$ cat src/rtl/vram_pkg.sv
// Shared widths and enumerations for the video SRAM arbiter.
package vram_pkg;
  localparam int ADDR_W = 17;
  localparam int DATA_W = 16;

  typedef enum logic [2:0] {IDLE, RD, WR1, WR2, TURN} state_t;
  typedef enum logic [1:0] {NONE, VID, CPU} tag_t;
endpackage

$ cat src/rtl/vram_arbiter_if.sv
// Requester and SRAM bus signals of the video SRAM arbiter; slave is the arbiter side.
interface vram_arbiter_if;
  import vram_pkg::*;

  logic              vid_req;
  logic [ADDR_W-1:0] vid_adr;
  logic              vid_gnt;
  logic              vid_valid;
  logic [DATA_W-1:0] vid_dat;

  logic              cpu_req;
  logic              cpu_we;
  logic [ADDR_W-1:0] cpu_adr;
  logic [DATA_W-1:0] cpu_wdat;
  logic              cpu_ack;
  logic [DATA_W-1:0] cpu_rdat;

  logic              v_we;
  logic              v_oe_sram;
  logic              v_oe_pin;
  logic [ADDR_W-1:0] v_adr;
  logic [DATA_W-1:0] v_dat_o;
  logic [DATA_W-1:0] v_dat_i;

  modport slave (
    input  vid_req, vid_adr, cpu_req, cpu_we, cpu_adr, cpu_wdat, v_dat_i,
    output vid_gnt, vid_valid, vid_dat, cpu_ack, cpu_rdat,
           v_we, v_oe_sram, v_oe_pin, v_adr, v_dat_o
  );

  modport master (
    output vid_req, vid_adr, cpu_req, cpu_we, cpu_adr, cpu_wdat, v_dat_i,
    input  vid_gnt, vid_valid, vid_dat, cpu_ack, cpu_rdat,
           v_we, v_oe_sram, v_oe_pin, v_adr, v_dat_o
  );
endinterface

$ cat src/rtl/vram_rd_tag_pipe.sv
// Tracks the owner of each in-flight SRAM read; the head tag lines up with v_dat_i.
module vram_rd_tag_pipe
  import vram_pkg::*;
#(
  parameter int RD_LAT = 2
) (
  input  logic clk_vga,
  input  logic rst,
  input  tag_t tag_in,
  output tag_t tag_head
);

  tag_t tag_p [RD_LAT];

  always_ff @(posedge clk_vga) begin
    if (rst) begin
      for (int i = 0; i < RD_LAT; i++) tag_p[i] <= NONE;
    end else begin
      tag_p[0] <= tag_in;
      for (int i = 1; i < RD_LAT; i++) tag_p[i] <= tag_p[i-1];
    end
  end

  assign tag_head = tag_p[RD_LAT-1];

endmodule

$ cat src/rtl/vram_arbiter.sv
// Video SRAM arbiter: VDP reads have priority, the CPU is forced a slot after
// CPU_MAX_WAIT lost cycles. Reads pipeline one per cycle; writes run WR1/WR2/TURN.
module vram_arbiter
  import vram_pkg::*;
#(
  parameter int RD_LAT       = 2,
  parameter int CPU_MAX_WAIT = 8
) (
  input logic           clk_vga,
  input logic           rst,
  vram_arbiter_if.slave bus
);

  localparam int              CNT_W   = $clog2(CPU_MAX_WAIT + 1);
  localparam logic [CNT_W-1:0] CNT_MAX = CNT_W'(CPU_MAX_WAIT);

  state_t           state, state_nxt;
  logic [CNT_W-1:0] starve_cnt;
  logic             cpu_busy;
  logic             arb_ok, cpu_pend, cpu_force;
  logic             vid_acc, cpu_acc, cpu_rd_acc, cpu_wr_acc;
  tag_t             tag_in, tag_head;

  always_ff @(posedge clk_vga) begin
    if (rst) state <= IDLE;
    else     state <= state_nxt;
  end

  always_comb begin
    state_nxt = state;
    unique case (state)
      IDLE, RD, TURN: begin
        if (cpu_wr_acc)                 state_nxt = WR1;
        else if (vid_acc || cpu_rd_acc) state_nxt = RD;
        else                            state_nxt = IDLE;
      end
      WR1:     state_nxt = WR2;
      WR2:     state_nxt = TURN;
      default: state_nxt = IDLE;
    endcase
  end

  // Arbitration only in bus-free states; the CPU is ignored while its op is outstanding.
  always_comb begin
    arb_ok      = !rst && (state == IDLE || state == RD || state == TURN);
    cpu_pend    = bus.cpu_req && !cpu_busy;
    cpu_force   = cpu_pend && (starve_cnt == CNT_MAX);
    bus.vid_gnt = arb_ok && !cpu_force;
    vid_acc     = bus.vid_gnt && bus.vid_req;
    cpu_acc     = arb_ok && cpu_pend && !vid_acc;
    cpu_rd_acc  = cpu_acc && !bus.cpu_we;
    cpu_wr_acc  = cpu_acc && bus.cpu_we;
    tag_in      = vid_acc ? VID : (cpu_rd_acc ? CPU : NONE);
  end

  vram_rd_tag_pipe #(.RD_LAT(RD_LAT)) u_tag_pipe (
    .clk_vga  (clk_vga),
    .rst      (rst),
    .tag_in   (tag_in),
    .tag_head (tag_head)
  );

  // Bus issue stage (C+1) and return stage (C+1+RD_LAT).
  always_ff @(posedge clk_vga) begin
    if (rst) begin
      starve_cnt    <= '0;
      cpu_busy      <= 1'b0;
      bus.v_we      <= 1'b0;
      bus.v_oe_sram <= 1'b0;
      bus.v_oe_pin  <= 1'b0;
      bus.v_adr     <= '0;
      bus.v_dat_o   <= '0;
      bus.vid_valid <= 1'b0;
      bus.vid_dat   <= '0;
      bus.cpu_ack   <= 1'b0;
      bus.cpu_rdat  <= '0;
    end else begin
      if (cpu_acc)                              starve_cnt <= '0;
      else if (cpu_pend && starve_cnt < CNT_MAX) starve_cnt <= starve_cnt + 1'b1;

      if (cpu_acc)          cpu_busy <= 1'b1;
      else if (bus.cpu_ack) cpu_busy <= 1'b0;

      bus.v_oe_sram <= vid_acc || cpu_rd_acc;
      bus.v_we      <= (state_nxt == WR1) || (state_nxt == WR2);
      bus.v_oe_pin  <= (state_nxt == WR1) || (state_nxt == WR2);
      if (vid_acc)      bus.v_adr   <= bus.vid_adr;
      else if (cpu_acc) bus.v_adr   <= bus.cpu_adr;
      if (cpu_wr_acc)   bus.v_dat_o <= bus.cpu_wdat;

      bus.vid_valid <= (tag_head == VID);
      if (tag_head == VID) bus.vid_dat <= bus.v_dat_i;
      bus.cpu_ack   <= (tag_head == CPU) || (state == WR2);
      if (tag_head == CPU) bus.cpu_rdat <= bus.v_dat_i;
    end
  end

endmodule

$ cat src/flat_wrapper.sv
// flat-port wrapper written by rule: the top's interface ports become plain ports
module vram_arbiter_flat import vram_pkg::*;
#(
  parameter int RD_LAT       = 2,
  parameter int CPU_MAX_WAIT = 8
)
  (clk_vga, rst, bus_vid_req, bus_vid_adr, bus_cpu_req, bus_cpu_we, bus_cpu_adr, bus_cpu_wdat, bus_v_dat_i, bus_vid_gnt, bus_vid_valid, bus_vid_dat, bus_cpu_ack, bus_cpu_rdat, bus_v_we, bus_v_oe_sram, bus_v_oe_pin, bus_v_adr, bus_v_dat_o);
  vram_arbiter_if bus_i ();
  input logic clk_vga;
  input logic rst;
  input wire logic [$bits(bus_i.vid_req)-1:0] bus_vid_req;
  input wire logic [$bits(bus_i.vid_adr)-1:0] bus_vid_adr;
  input wire logic [$bits(bus_i.cpu_req)-1:0] bus_cpu_req;
  input wire logic [$bits(bus_i.cpu_we)-1:0] bus_cpu_we;
  input wire logic [$bits(bus_i.cpu_adr)-1:0] bus_cpu_adr;
  input wire logic [$bits(bus_i.cpu_wdat)-1:0] bus_cpu_wdat;
  input wire logic [$bits(bus_i.v_dat_i)-1:0] bus_v_dat_i;
  output wire logic [$bits(bus_i.vid_gnt)-1:0] bus_vid_gnt;
  output wire logic [$bits(bus_i.vid_valid)-1:0] bus_vid_valid;
  output wire logic [$bits(bus_i.vid_dat)-1:0] bus_vid_dat;
  output wire logic [$bits(bus_i.cpu_ack)-1:0] bus_cpu_ack;
  output wire logic [$bits(bus_i.cpu_rdat)-1:0] bus_cpu_rdat;
  output wire logic [$bits(bus_i.v_we)-1:0] bus_v_we;
  output wire logic [$bits(bus_i.v_oe_sram)-1:0] bus_v_oe_sram;
  output wire logic [$bits(bus_i.v_oe_pin)-1:0] bus_v_oe_pin;
  output wire logic [$bits(bus_i.v_adr)-1:0] bus_v_adr;
  output wire logic [$bits(bus_i.v_dat_o)-1:0] bus_v_dat_o;
  assign bus_i.vid_req = bus_vid_req;
  assign bus_i.vid_adr = bus_vid_adr;
  assign bus_i.cpu_req = bus_cpu_req;
  assign bus_i.cpu_we = bus_cpu_we;
  assign bus_i.cpu_adr = bus_cpu_adr;
  assign bus_i.cpu_wdat = bus_cpu_wdat;
  assign bus_i.v_dat_i = bus_v_dat_i;
  assign bus_vid_gnt = bus_i.vid_gnt;
  assign bus_vid_valid = bus_i.vid_valid;
  assign bus_vid_dat = bus_i.vid_dat;
  assign bus_cpu_ack = bus_i.cpu_ack;
  assign bus_cpu_rdat = bus_i.cpu_rdat;
  assign bus_v_we = bus_i.v_we;
  assign bus_v_oe_sram = bus_i.v_oe_sram;
  assign bus_v_oe_pin = bus_i.v_oe_pin;
  assign bus_v_adr = bus_i.v_adr;
  assign bus_v_dat_o = bus_i.v_dat_o;
  vram_arbiter #(.RD_LAT(RD_LAT), .CPU_MAX_WAIT(CPU_MAX_WAIT)) u_core (.clk_vga(clk_vga), .rst(rst), .bus(bus_i));
endmodule
$ cat config.mk
export PLATFORM = sky130hd
export DESIGN_NAME = vram_arbiter_flat
export DESIGN_NICKNAME = d
export VERILOG_FILES = /design/src/rtl/vram_pkg.sv /design/src/rtl/vram_arbiter_if.sv /design/src/rtl/vram_rd_tag_pipe.sv /design/src/rtl/vram_arbiter.sv /design/src/flat_wrapper.sv
export SDC_FILE = /design/constraint.sdc
export NUM_CORES = 1
export LEC_CHECK = 0
export CORE_UTILIZATION = 40
export DETAILED_ROUTE_END_ITERATION = 10
export PLACE_DENSITY = 0.78
export SLEW_MARGIN = 20
export SYNTH_ARGS = -nofsm -noshare
export SYNTH_HDL_FRONTEND = slang
export SYNTH_SLANG_ARGS = --single-unit
$ cat constraint.sdc
create_clock -name clk_vga -period 4.15 [get_ports clk_vga]
set_clock_uncertainty 0.05 [all_clocks]
set_input_delay 1.245 -clock clk_vga [delete_from_list [all_inputs] [get_ports clk_vga]]
set_output_delay 1.245 -clock clk_vga [all_outputs]
set_load 0.1 [all_outputs]
==> run_results.csv, run 1 <==
group,metric,value,unit
status,outcome,"finished clean",
timing,max_freq,274,MHz
timing,slew_headroom,30.0,%
die,die_w,92.9,µm
worst_setup_path,arrival,2.36,ns
worst_setup_path,end_kind,"output port",
clock_network,clock_latency,0.35,ns
clock_network,cts.sinks,81,
route,drc,0,
yosys,synthTopCellsByArea,"dfxtp_1 49%, nand2_1 7.7%, a21oi_1 5.1%",
clock_network,cts_hold_buf,0,
pwr,p_total,1.89,mW
clock_network,h-tree-depth,3,
timing,finalHoldViolations,0,
clock_network,clockBufferDepth,2,
die,start_util,42.1,%
yosys,ys_types,35,
global_route,grt_pass1_wl,14.0,mm
route,drt_iter0_markers,188,
die,die_height,92.9,µm
yosys,netlist_area,3310,µm²
global_route,grt_pass1_vias,2987,
placed_design,dpl-instance-area,4700,µm²
final_layout,num_antenna_cells,0,
clock_network,clk_root_buffer_cell,"clkbuf_8",
timing,rsz0062_at_grt,"no",
clock_network,post_cts.repair.setup_buffers,0,
worst_setup_path,critical_path_class,"in -> out",
yosys,ys_seq_area_share,49.1,%
yosys,netlist.top_cell.by_area,"dfxtp_1",
placed_design,numPortBuffers,141,
worst_setup_path,r2r_setup_slack,1.83,ns
worst_setup_path,path_max_fanout,4,
final_layout,fin_nets,551,
yosys,syn-instance-count,358,
yosys,synth_top_cell_area_share,49.1,%
pwr,p_leak,1.69,nW
global_route,globalRouteOverflowTotal,0,
yosys,synth-seq-cells,81,
yosys,yosysWarnings,0,
route,post_drt_wl_per_cell,14.7,µm
pwr,power.share.clock,31.2,%
global_route,antenna_found_initial,0,
worst_setup_path,cp-start-kind,"input pin",
yosys,synth_area_per_cell,9.23,µm²
worst_setup_path,cp.required,2.85,ns
worst_setup_path,r2r-start,"u_core.starve_cnt[0]",
die,row_count,32,
route,drt-total-wl,8.61,mm
die,dieArea,8630,µm²
global_route,grt_max_degree,79,
placed_design,place_congestion,0.741,
placed_design,dpl.cell_count,569,
pwr,p_sw_share,34.1,%
pwr,netSwitchingPower,0.644,mW
timing,drv_slew,0,
clock_network,numCtsBuffers,9,
route,dr.pass1.iters,5,
route,ant_nets,0,
timing,tightest_slew,1.05,ns
pwr,peakVddDrop,0.254,mV
pwr,power_frac_seq,44.0,%
die,io_pins,142,
worst_setup_path,cp-startpoint,"bus_cpu_req",
worst_hold_path,min_from,"u_core.u_tag_pipe.tag_p[0][1]",
final_layout,area_growth,48.6,%
timing,period_share,88.0,%
timing,setup-violations-final,0,
timing,period_minus_slack,3.65,ns
placed_design,pre_cts_ws,0.549,ns
yosys,synth-main-ff-cell,"dfxtp_1",
timing,fin_setup_tns,0,ns
yosys,syn-num-nets,431,
global_route,track_usage,20.6,%
run,cap_violations,0,
clock_network,cts_tree,"done",
yosys,synth-edff-count,0,
timing,layout_setup_ws,0.497,ns
die,core-area,7850,µm²
clock_network,clkTransAtPathRegs,0.08,ns
pwr,power_density,385,nW/µm²
route,vias_per_cell,5.26,
placed_design,place_hpwl,5.83,mm
pwr,intPower,1.25,mW
route,routed-via-count,3079,
worst_hold_path,hp-class,"reg -> reg",
final_layout,final_area,4910,µm²
clock_network,cts_resized,0,
final_layout,fin_cells,585,
pwr,pwr-share-comb,24.8,%
final_layout,final_layout_size_suffix_gt1_share,8.28,%
yosys,postSynth.asyncResetShare,0,%
[stage by stage]
stage	util, %	hold slack, ns
after CTS	62.6	0.395
after detailed placement	59.9	0.381
final	62.6	0.394
after floorplan	-	0.364
after global placement	59.9	0.372
after global routing	62.6	0.400
[power groups by stage]
stage	registers, mW	logic (mW)	clock network (mW)
6_report	0.832	0.470	0.589
5_1_grt	0.836	0.491	0.644
4_1_cts	0.832	0.470	0.611
3_5_place_dp	0.850	0.469	0
3_3_place_gp	0.849	0.465	0
2_1_floorplan	1.06	0.109	0
[cell usage in the layout (no fill, tap or decap), drive strengths merged, types with 2 or more instances in the layout]
master,instances
a2111oi,17
clkdlybuf4s50,139
nand3,17
mux2,15
o211ai,2
dfxtp,81
nor4bb,2
o21ai,19
a211oi,4
clkinvlp,3
a311oi,17
clkbuf,9
a21oi,34
nand2b,6
nor2b,19
inv,7
nand2,68
buf,5
ha,2
xnor2,2
nor2,2
a211o,2
[critical path, cell delays in order]
cell and delay, ns:
clkdlybuf4s50_1 0.46, and2b_1 0.23, a21oi_2 0.21, buf_12 0.21
[cell usage after synthesis, drive strengths merged (2+ instances only)]
library cell  instances
dfxtp                81
mux2                 15
nor2b                19
nor4bb                2
buf                  14
xnor2                 2
clkbuf               21
a2111oi              17
nand2b                6
nand2                68
a21oi                34
a311oi               17
nand3                17
inv                   4
o21ai                19
ha                    2
a211o                 2
o211ai                2
nor2                  2
a211oi                4
[final timing paths]
check                                   to  cells past startpoint
min          u_core.u_tag_pipe.tag_p[0][3]                      1
max reg2reg          u_core.bus.v_dat_o[9]                      5
max                            bus_vid_gnt                      4
min reg2reg  u_core.u_tag_pipe.tag_p[0][3]                      1
[sequential cells by signal, indices dropped and copies added (netlist names)]
register,count
u_core.bus.vid_valid,1
u_core.state,3
u_core.bus.v_we,1
u_core.bus.v_adr,17
u_core.cpu_busy,1
u_core.bus.cpu_rdat,16
u_core.starve_cnt,4
u_core.bus.vid_dat,16
u_core.bus.v_oe_sram,1
u_core.bus.cpu_ack,1
u_core.bus.v_dat_o,16
u_core.u_tag_pipe.tag_p,4
[metal layers]
layer	up-vias	GRT usage (%)	routed length, µm
met5	-	0	0
li1	1513	-	-
met4	0	7.95	199
met1	1427	25.2	3720
met2	121	33.4	4070
met3	18	6.98	624
[area by class of cell]
type | instances | area, µm²
fillers | 671 | 2930
clock inverters | 7 | 83.8
inverters | 4 | 15.0
repair buffers | 144 | 1440
well taps | 102 | 128
flip-flops and latches | 81 | 1620
clock buffers | 9 | 124
multi-input cells | 238 | 1500
[cell families after synthesis]
logic type | Yosys count | share of synthesized area [%]
adder cells (fa/ha/maj) | 2 | 0.757
AO/OA/AOI/OAI | 99 | 21.5
buffers and inverters | 39 | 5.68
flip-flops | 81 | 49.1
XOR/XNOR | 2 | 0.530
multiplexers | 16 | 5.41
AND/OR/NAND/NOR | 119 | 17.0
Power figures use the tool's default switching activity.
==> inputs of run 2 (changes only) <==
--- a/config.mk
+++ b/config.mk
@@ -5,6 +5,7 @@
 export SDC_FILE = /design/constraint.sdc
 export NUM_CORES = 1
 export LEC_CHECK = 0
+export CAP_MARGIN = 10
 export CORE_UTILIZATION = 40
 export DETAILED_ROUTE_END_ITERATION = 10
 export PLACE_DENSITY = 0.78
==> constraint.sdc (replaced) <==
create_clock -name clk_vga -period 4.1 [get_ports clk_vga]
set_clock_uncertainty 0.05 [all_clocks]
set_input_delay 1.23 -clock clk_vga [delete_from_list [all_inputs] [get_ports clk_vga]]
set_output_delay 1.23 -clock clk_vga [all_outputs]
set_load 0.1 [all_outputs]
==> run_results.csv, run 2 (synthesis results as in run 1) <==
group,metric,value,unit
status,outcome,"finished clean",
clock_network,clkTransAtPathRegs,0.08,ns
route,drc,0,
worst_setup_path,path_max_fanout,4,
pwr,power.share.clock,33.1,%
die,die_w,92.9,µm
die,start_util,42.1,%
die,dieArea,8630,µm²
worst_setup_path,crit_buf_inv,2,
clock_network,h-tree-depth,3,
clock_network,numCtsBuffers,9,
clock_network,cts_resized,0,
final_layout,post-route-util,62.8,%
route,routed-via-count,3118,
timing,rsz0062_at_grt,"no",
pwr,intPower,1.32,mW
timing,tightest_slew,1.07,ns
die,io_pins,142,
route,ant_nets,0,
final_layout,fin_cells,585,
final_layout,layout_commonest_cell,"clkdlybuf4s50_1",
timing,fin_setup_tns,0,ns
final_layout,mostFrequentLayoutCells,"138 x clkdlybuf4s50_1, 81 x dfxtp_1, 68 x nand2_1, 33 x a21oi_1, 19 x o21ai_0",
clock_network,clockBufferDepth,2,
clock_network,post_cts.repair.setup_buffers,0,
final_layout,largest_register_ffs,17,
worst_setup_path,crit_family,"buffers and inverters",
global_route,track_usage,20.6,%
worst_setup_path,crit_chain,"clkdlybuf4s50_1 -> and2b_1 -> a21oi_2 -> buf_12",
clock_network,clk_root_buffer_cell,"clkbuf_8",
timing,slew_headroom,28.8,%
worst_setup_path,arrival,2.27,ns
final_layout,largest-register,"u_core.bus.v_adr",
clock_network,clock_latency,0.34,ns
die,row_count,32,
final_layout,fin_nets,551,
route,drt-total-wl,8.65,mm
route,routed.top_layer,"met4",
pwr,power_density,400,nW/µm²
worst_hold_path,hp-class,"reg -> reg",
route,wl_met3,627,µm
timing,drv_slew,0,
final_layout,n_fill_cell,681,
worst_setup_path,cp-start-kind,"input pin",
die,core-area,7850,µm²
timing,finalHoldViolations,0,
global_route,globalRouteOverflowTotal,0,
pwr,p_total,1.97,mW
route,vias_per_cell,5.33,
global_route,grt_pass1_vias,2947,
die,die_height,92.9,µm
pwr,netSwitchingPower,0.649,mW
timing,max_freq,282,MHz
timing,setup-violations-final,0,
global_route,antenna_found_initial,0,
worst_hold_path,min_from,"u_core.u_tag_pipe.tag_p[0][1]",
clock_network,cts_tree,"done",
route,post_drt_wl_per_cell,14.8,µm
pwr,p_leak,1.71,nW
worst_setup_path,cp-startpoint,"bus_cpu_req",
route,wl_met2,4.09,mm
worst_setup_path,cp.required,2.82,ns
pwr,peakVddDrop,0.192,mV
worst_setup_path,critical-path-max-stage-delay,0.44,ns
route,dr.pass1.iters,4,
route,wl_met1,3.76,mm
clock_network,cts_hold_buf,0,
global_route,grt_pass1_wl,14.1,mm
placed_design,dpl.cell_count,569,
pwr,p_sw_share,33.0,%
timing,period_share,86.5,%
final_layout,num_antenna_cells,0,
placed_design,place_congestion,0.748,
pwr,pwr-share-comb,24.2,%
final_layout,final_layout_size_suffix_gt1_share,8.49,%
pwr,power_frac_seq,42.7,%
worst_setup_path,r2r-start,"u_core.starve_cnt[0]",
timing,period_minus_slack,3.55,ns
timing,hold_slack,0.394,ns
route,drt_iter0_markers,107,
final_layout,area_growth,49.1,%
placed_design,place_hpwl,5.79,mm
clock_network,cts.sinks,81,
placed_design,numPortBuffers,141,
worst_setup_path,critical_path_class,"in -> out",
global_route,grt_max_degree,79,
worst_setup_path,end_kind,"output port",
worst_setup_path,slowest_stage,"clkdlybuf4s50_1",
run,cap_violations,0,
## run 2: cell count changes in the layout (fill, tap and decap cells not counted)
cell / previous run / this run
clkinvlp_4: 3 / 2
clkdlybuf4s50_1: 139 / 138
inv_8: 2 / 0
buf_4: 3 / 4
bufinv_16: 1 / 2
inv_6: 1 / 3
## run 2: routing by layer
metal,global-route usage [%],up-vias
met5,0,-
li1,-,1513
met3,6.08,12
met1,26.3,1464
met2,32.4,129
met4,8.21,0
## run 2: area by class of cell
| cell class | count | area (µm²) | area share, % |
|---|---|---|---|
| Timing Repair Buffer | 144 | 1440 | 29.1 |
| Clock buffer | 9 | 124 | 2.51 |
| Inverter | 4 | 15.0 | 0.305 |
| Clock inverter | 7 | 101 | 2.06 |
| Sequential cell | 81 | 1620 | 32.9 |
| Tap cell | 102 | 128 | 2.59 |
| Multi-Input combinational cell | 238 | 1500 | 30.5 |
## run 2: per-stage QoR
| step | setup slack [ns] | instance area, µm² |
|---|---|---|
| after floorplan | 0.145 | 3310 |
| after global placement | 0.564 | 4700 |
| after detailed placement | 0.556 | 4700 |
| after CTS | 0.542 | 4930 |
| after global routing | 0.482 | 4930 |
| final | 0.554 | 4930 |
## run 2: power groups by stage
| stage | Sequential, mW | Combinational, mW | Clock, mW |
|---|---|---|---|
| 2_1_floorplan | 1.07 | 0.111 | 0 |
| 5_1_grt | 0.847 | 0.497 | 0.706 |
| 6_report | 0.842 | 0.476 | 0.652 |
| 3_3_place_gp | 0.860 | 0.471 | 0 |
| 3_5_place_dp | 0.860 | 0.475 | 0 |
| 4_1_cts | 0.842 | 0.477 | 0.666 |
## run 2: final timing paths
| check | slack (ns) | end | depth (start not counted) |
|---|---|---|---|
| max | 0.55 | bus_vid_gnt | 4 |
| max reg2reg | 1.76 | u_core.bus.v_dat_o[9] | 5 |
| min | 0.39 | u_core.u_tag_pipe.tag_p[0][3] | 1 |
| min reg2reg | 0.39 | u_core.u_tag_pipe.tag_p[0][3] | 1 |
